===== src/rtl/microondas_pkg.sv =====
// microondas_pkg: shared state encoding, BCD limits and timing defaults
package microondas_pkg;
  typedef enum logic [1:0] {IDLE = 2'd0, COOK = 2'd1, PAUSE = 2'd2, DONE = 2'd3} state_t;
  localparam logic [3:0] BCD_ONES_MAX = 4'd9;
  localparam logic [3:0] BCD_TENS_MAX = 4'd5;
  localparam int DONE_HOLD_DEF = 300;
endpackage


===== src/rtl/microondas_controle_dec.sv =====
// bcd_mmss_dec: one-second decrement of a BCD mm:ss value with borrow ripple
module bcd_mmss_dec
  import microondas_pkg::*;
(
  input  logic [3:0] i_min_tens,
  input  logic [3:0] i_min_ones,
  input  logic [3:0] i_sec_tens,
  input  logic [3:0] i_sec_ones,
  output logic [3:0] o_min_tens,
  output logic [3:0] o_min_ones,
  output logic [3:0] o_sec_tens,
  output logic [3:0] o_sec_ones,
  output logic       o_is_zero_next
);
  logic w_b0, w_b1, w_b2;
  // borrow ripples upward; seconds-tens wrap to 5 so entered values above 59 count linearly until they wrap
  always_comb begin
    w_b0 = i_sec_ones == 4'd0;
    w_b1 = w_b0 && i_sec_tens == 4'd0;
    w_b2 = w_b1 && i_min_ones == 4'd0;
    o_sec_ones = w_b0 ? BCD_ONES_MAX : i_sec_ones - 4'd1;
    o_sec_tens = !w_b0 ? i_sec_tens : w_b1 ? BCD_TENS_MAX : i_sec_tens - 4'd1;
    o_min_ones = !w_b1 ? i_min_ones : w_b2 ? BCD_ONES_MAX : i_min_ones - 4'd1;
    o_min_tens = w_b2 ? i_min_tens - 4'd1 : i_min_tens;
    o_is_zero_next = {o_min_tens, o_min_ones, o_sec_tens, o_sec_ones} == 16'd0;
  end
endmodule


===== src/rtl/microondas_controle.sv =====
// microondas_controle: time register and cook FSM for the microwave timer
module microondas_controle
  import microondas_pkg::*;
#(
  parameter int DONE_HOLD = DONE_HOLD_DEF,
  parameter int CNT_W     = 9
) (
  input  logic       clk100,
  input  logic       reset,
  input  logic [3:0] D,
  input  logic       loadn,
  input  logic       pgt_1Hz,
  input  logic       startn,
  input  logic       stopn,
  input  logic       clearn,
  input  logic       door_closed,
  output logic       enablen,
  output logic [3:0] min_tens,
  output logic [3:0] min_ones,
  output logic [3:0] sec_tens,
  output logic [3:0] sec_ones,
  output logic       magnetron_on,
  output logic       done
);
  state_t r_state, w_state_nx;
  logic [15:0] r_time, w_time_nx, w_time_dec;
  logic [CNT_W-1:0] r_cnt, w_cnt_nx;
  logic r_loadn_q, r_startn_q, r_pgt_q, r_enablen, r_mag, r_done;
  logic w_ld_ev, w_st_ev, w_tk_ev, w_zero_next;
  assign {min_tens, min_ones, sec_tens, sec_ones} = r_time;
  assign enablen      = r_enablen;
  assign magnetron_on = r_mag;
  assign done         = r_done;
  bcd_mmss_dec u_dec (
    .i_min_tens     (r_time[15:12]),
    .i_min_ones     (r_time[11:8]),
    .i_sec_tens     (r_time[7:4]),
    .i_sec_ones     (r_time[3:0]),
    .o_min_tens     (w_time_dec[15:12]),
    .o_min_ones     (w_time_dec[11:8]),
    .o_sec_tens     (w_time_dec[7:4]),
    .o_sec_ones     (w_time_dec[3:0]),
    .o_is_zero_next (w_zero_next)
  );
  // next state, next time and hold counter; clear beats stop/door, which beat the tick
  always_comb begin
    w_ld_ev    = r_loadn_q & ~loadn;
    w_st_ev    = r_startn_q & ~startn;
    w_tk_ev    = ~r_pgt_q & pgt_1Hz;
    w_state_nx = r_state;
    w_time_nx  = r_time;
    w_cnt_nx   = '0;
    case (r_state)
      IDLE:
        if (!clearn) w_time_nx = '0;
        else begin
          if (w_ld_ev && D <= BCD_ONES_MAX) w_time_nx = {r_time[11:0], D};
          if (w_st_ev && door_closed && r_time != 16'd0) w_state_nx = COOK;
        end
      COOK:
        if (!clearn) begin
          w_state_nx = IDLE;
          w_time_nx  = '0;
        end else if (!door_closed || !stopn) w_state_nx = PAUSE;
        else if (w_tk_ev) begin
          w_time_nx  = w_time_dec;
          w_state_nx = w_zero_next ? DONE : COOK;
        end
      PAUSE:
        if (!clearn) begin
          w_state_nx = IDLE;
          w_time_nx  = '0;
        end else if (w_st_ev && door_closed) w_state_nx = COOK;
      DONE:
        if (!clearn || r_cnt == CNT_W'(DONE_HOLD - 1)) w_state_nx = IDLE;
        else w_cnt_nx = r_cnt + 1'b1;
      default: w_state_nx = IDLE;
    endcase
  end
  // state, time, edge history and outputs registered from the next state
  always_ff @(posedge clk100) begin
    if (reset) begin
      r_state    <= IDLE;
      r_time     <= '0;
      r_cnt      <= '0;
      r_loadn_q  <= 1'b1;
      r_startn_q <= 1'b1;
      r_pgt_q    <= 1'b0;
      r_enablen  <= 1'b0;
      r_mag      <= 1'b0;
      r_done     <= 1'b0;
    end else begin
      r_state    <= w_state_nx;
      r_time     <= w_time_nx;
      r_cnt      <= w_cnt_nx;
      r_loadn_q  <= loadn;
      r_startn_q <= startn;
      r_pgt_q    <= pgt_1Hz;
      r_enablen  <= w_state_nx != IDLE;
      r_mag      <= w_state_nx == COOK;
      r_done     <= w_state_nx == DONE;
    end
  end
endmodule


===== config.mk =====
export PLATFORM = sky130hd
export DESIGN_NAME = microondas_controle
export DESIGN_NICKNAME = d
export VERILOG_FILES = /design/src/rtl/microondas_pkg.sv /design/src/rtl/microondas_controle_dec.sv /design/src/rtl/microondas_controle.sv
export SDC_FILE = /design/constraint.sdc
export NUM_CORES = 1
export LEC_CHECK = 0
export ABC_AREA = 1
export BUFFER_PORTS_ARGS = -buffer_cell sky130_fd_sc_hd__buf_2
export CAP_MARGIN = 20
export CORE_ASPECT_RATIO = 1.2
export CORE_MARGIN = 2
export CORE_UTILIZATION = 59
export CTS_CLUSTER_SIZE = 20
export DETAILED_ROUTE_END_ITERATION = 10
export PLACE_DENSITY = 0.83
export SYNTH_ARGS = -nofsm -noshare
export SYNTH_HDL_FRONTEND = slang
export SYNTH_SLANG_ARGS = --single-unit
export TNS_END_PERCENT = 30

===== constraint.sdc =====
create_clock -name clk100 -period 3.5 [get_ports clk100]
set_input_delay 0.525 -clock clk100 [delete_from_list [all_inputs] [get_ports clk100]]
set_output_delay 0.525 -clock clk100 [all_outputs]
set_load 0.05 [all_outputs]

==> impl_metrics.env <==
export IMPL_synth_cell_type_count=36
export IMPL_route_top_layer_used="met4"
export IMPL_clock_latency_ps=290
export IMPL_area_delta_synth_final_pct=12.9
export IMPL_synth_edff_count=0
export IMPL_synthCells=288
export IMPL_detail_route_drc_violations=0
export IMPL_dr_first_iter_drc_count=97
export IMPL_post_route_cells_drive_above_1_share=0.156
export IMPL_inserted_clock_buffers=5
export IMPL_routed_wl_met2_um=2340
export IMPL_yosys_register_bits=33
export IMPL_timing_final_max_slew_violations=0
export IMPL_status="complete, no violations"
export IMPL_worst_clock_skew_ps=3.35
export IMPL_power_frac_clock=0.123
export IMPL_synthArstFlopShare=0
export IMPL_synth_top_cells_by_area="dfxtp_1 33%, nand2_1 11%, inv_1 8.3%"
export IMPL_num_nets_final=342
export IMPL_fp_dieH_um=67.6
export IMPL_fin_tns_setup_ps=0
export IMPL_drt_pass1_iterations=4
export IMPL_syn_area_sq_um=1990
export IMPL_i_o_pins=31
export IMPL_htree_levels=2
export IMPL_ant_nets_after_route=0
export IMPL_grt_pass1_vias=1791
export IMPL_worstPathArrival_ps=2420
export IMPL_worst_slew_margin_rel=0.443
export IMPL_cts_setup_buffers=0
export IMPL_postSynthNetCount=310
export IMPL_die_w_um=57.0
export IMPL_max_slew_worst_pin_slew_ps=832
export IMPL_antenna_cells=0
export IMPL_cts_root_buffer="clkbuf_8"
export IMPL_finalSetupViolCount=0
export IMPL_dp_final_hpwl_um=3420
export IMPL_multi_input_gate_area_sq_um=1130
export IMPL_crit_path_start_kind="register"
export IMPL_timing_critical_path_fanout_max=13
export IMPL_clock_path_buffers=2
export IMPL_tritoncts="yes"
export IMPL_layout_area_seq_sq_um=661
export IMPL_gp_congestion=0.884
export IMPL_fillerInstances=306
export IMPL_postRouteWirelength_um=4560
export IMPL_yosysWarnings=0
export IMPL_wl_met1_um=1910
export IMPL_antenna_violations_before_repair=0
export IMPL_grt_ovfl_total=0
export IMPL_criticalPathCategory="reg -> reg"
export IMPL_finalCritPeriodShare=0.634
export IMPL_synthDominantAreaCellType="dfxtp_1"
export IMPL_cts_hold_buf=0
export IMPL_power_frac_comb=0.619
export IMPL_setup_worst_path_end_class="register"
export IMPL_dieArea_sq_um=3850
export IMPL_hp_class="in -> reg"
export IMPL_grt_pass1_wl_um=7670
export IMPL_clkTransAtPathRegs_ps=70
export IMPL_ctsResizeCount=0
export IMPL_peak_vdd_ir_mv=0.605
export IMPL_grt_util_all_layers=0.258
export IMPL_cellLeakagePower_uw=0.00107
export IMPL_detailroute_via_count=1978
export IMPL_swShare=0.550
export IMPL_fp_coreArea_sq_um=3280
export IMPL_clock_sinks=33
export IMPL_ys_seq_area_frac=0.333
export IMPL_wl_per_cell_um=12.7
export IMPL_drv_max_cap_violation_count=0
export IMPL_synth_largest_type_area_fraction=0.333
export IMPL_achievable_frequency_mhz=451
export IMPL_placement_io_buffers=30
export IMPL_vias_per_cell=5.53
export IMPL_final_period_minus_worst_setup_slack_ps=2220
export IMPL_avgSynthCellArea_sq_um=6.89
export IMPL_std_cell_rows=23
export IMPL_postLayoutCoreUtil=0.683
export IMPL_switchingPower_uw=1230
export IMPL_list_of_most_frequent_post_synthesis_cells="60 x nand2_1, 44 x inv_1, 33 x dfxtp_1, 29 x nor2_1, 23 x a21oi_1"
export IMPL_synth_top_flop_cell="dfxtp_1"
export IMPL_start_util=0.605
export IMPL_hold_viol_final=0
export IMPL_seq_power_share=0.258
export IMPL_wl_met3_um=194
export IMPL_synth_most_common_cell="nand2_1"
export IMPL_grt_setup_unrepaired="no"
export IMPL_p_per_area_nw_per_um2=1000
export IMPL_maximum_number_of_pins_on_one_net_before_global_route_repair=28
export IMPL_p_int_uw=1010
export IMPL_cp_data_required_time_ps=3700
[state kept, by name, indices dropped and copies added (netlist names)]
register,flops
done,1
enablen,1
magnetron_on,1
r_cnt,9
r_loadn_q,1
r_pgt_q,1
r_startn_q,1
r_state,2
r_time,16
[stage by stage]
stage                     hold WS, ps  cell area (sq um)  total power (uW)  worst slack (ps)  cells
after floorplan                   418               1990              1690              1440    288
final                             422               2240              2240              1280    358
after global placement            430               2160              1940              1380    350
after detailed placement          455               2160              1960              1340    350
after CTS                         419               2240              2240              1310    358
after global routing              424               2240              2430              1060    358
[power by group through the flow]
stage               combinational (uW)  sequential [uW]  clock, uW
finish                            1390              579        275
global route                      1550              595        288
CTS                               1380              577        278
detailed placement                1380              583          0
global placement                  1360              582          0
floorplan                          850              840          0
[metal layers]
| metal | track usage | vias up |
|---|---|---|
| li1 | - | 1016 |
| met1 | 0.291 | 903 |
| met4 | 0.137 | 0 |
| met3 | 0.0479 | 11 |
| met5 | 0 | - |
| met2 | 0.463 | 48 |
[critical path: stages (launching register included)]
cell and delay (ps):
dfxtp_1 420, inv_1 90, ha_1 310, nor2_1 660
inv_1 190, o22ai_1 220, nor2_1 60, a211oi_1 180
[worst paths after layout]
kind	from	endpoint	slack [ps]	cells after the start
worst max-delay path	r_state[1]	r_time[5]	1280	7
worst min-delay path	startn	r_startn_q	420	3
worst max register to register	r_state[1]	r_time[5]	1280	7
worst min register to register	r_cnt[0]	r_cnt[0]	460	1
[cell families after synthesis]
family,after synthesis,synth area share
adders and majority gates,10,0.0630
buffers and inverters,51,0.0983
DFF,33,0.333
xor gates and xnor gates,3,0.0132
AOI/OAI and AO/OA,59,0.185
and+or+nand+nor,132,0.308
[cell type report]
type                       instances  share of cell area
clock buffer                       6              0.0324
clock inverter                     2             0.00446
inverter                          46              0.0770
multi-input combinational        204               0.504
sequential                        33               0.295
tap                               37              0.0206
timing repair buffer              30              0.0670
[cells in the final DEF (no fill, tap or decap), drive strengths merged]
master / n
o21ai: 12
xnor2: 1
buf: 30
dfxtp: 33
nand3: 16
nor3b: 3
nand4: 4
xor2: 2
inv: 45
clkinv: 3
a21oi: 23
nor2: 34
o211ai: 1
a221oi: 9
a32o: 1
a31o: 1
and3: 1
ha: 10
a211oi: 4
o2111ai: 1
o21a: 1
nand2: 65
o22ai: 4
clkbuf: 6
a22oi: 2
nor3: 8
nand3b: 1
(Power assumes the default switching activity.)
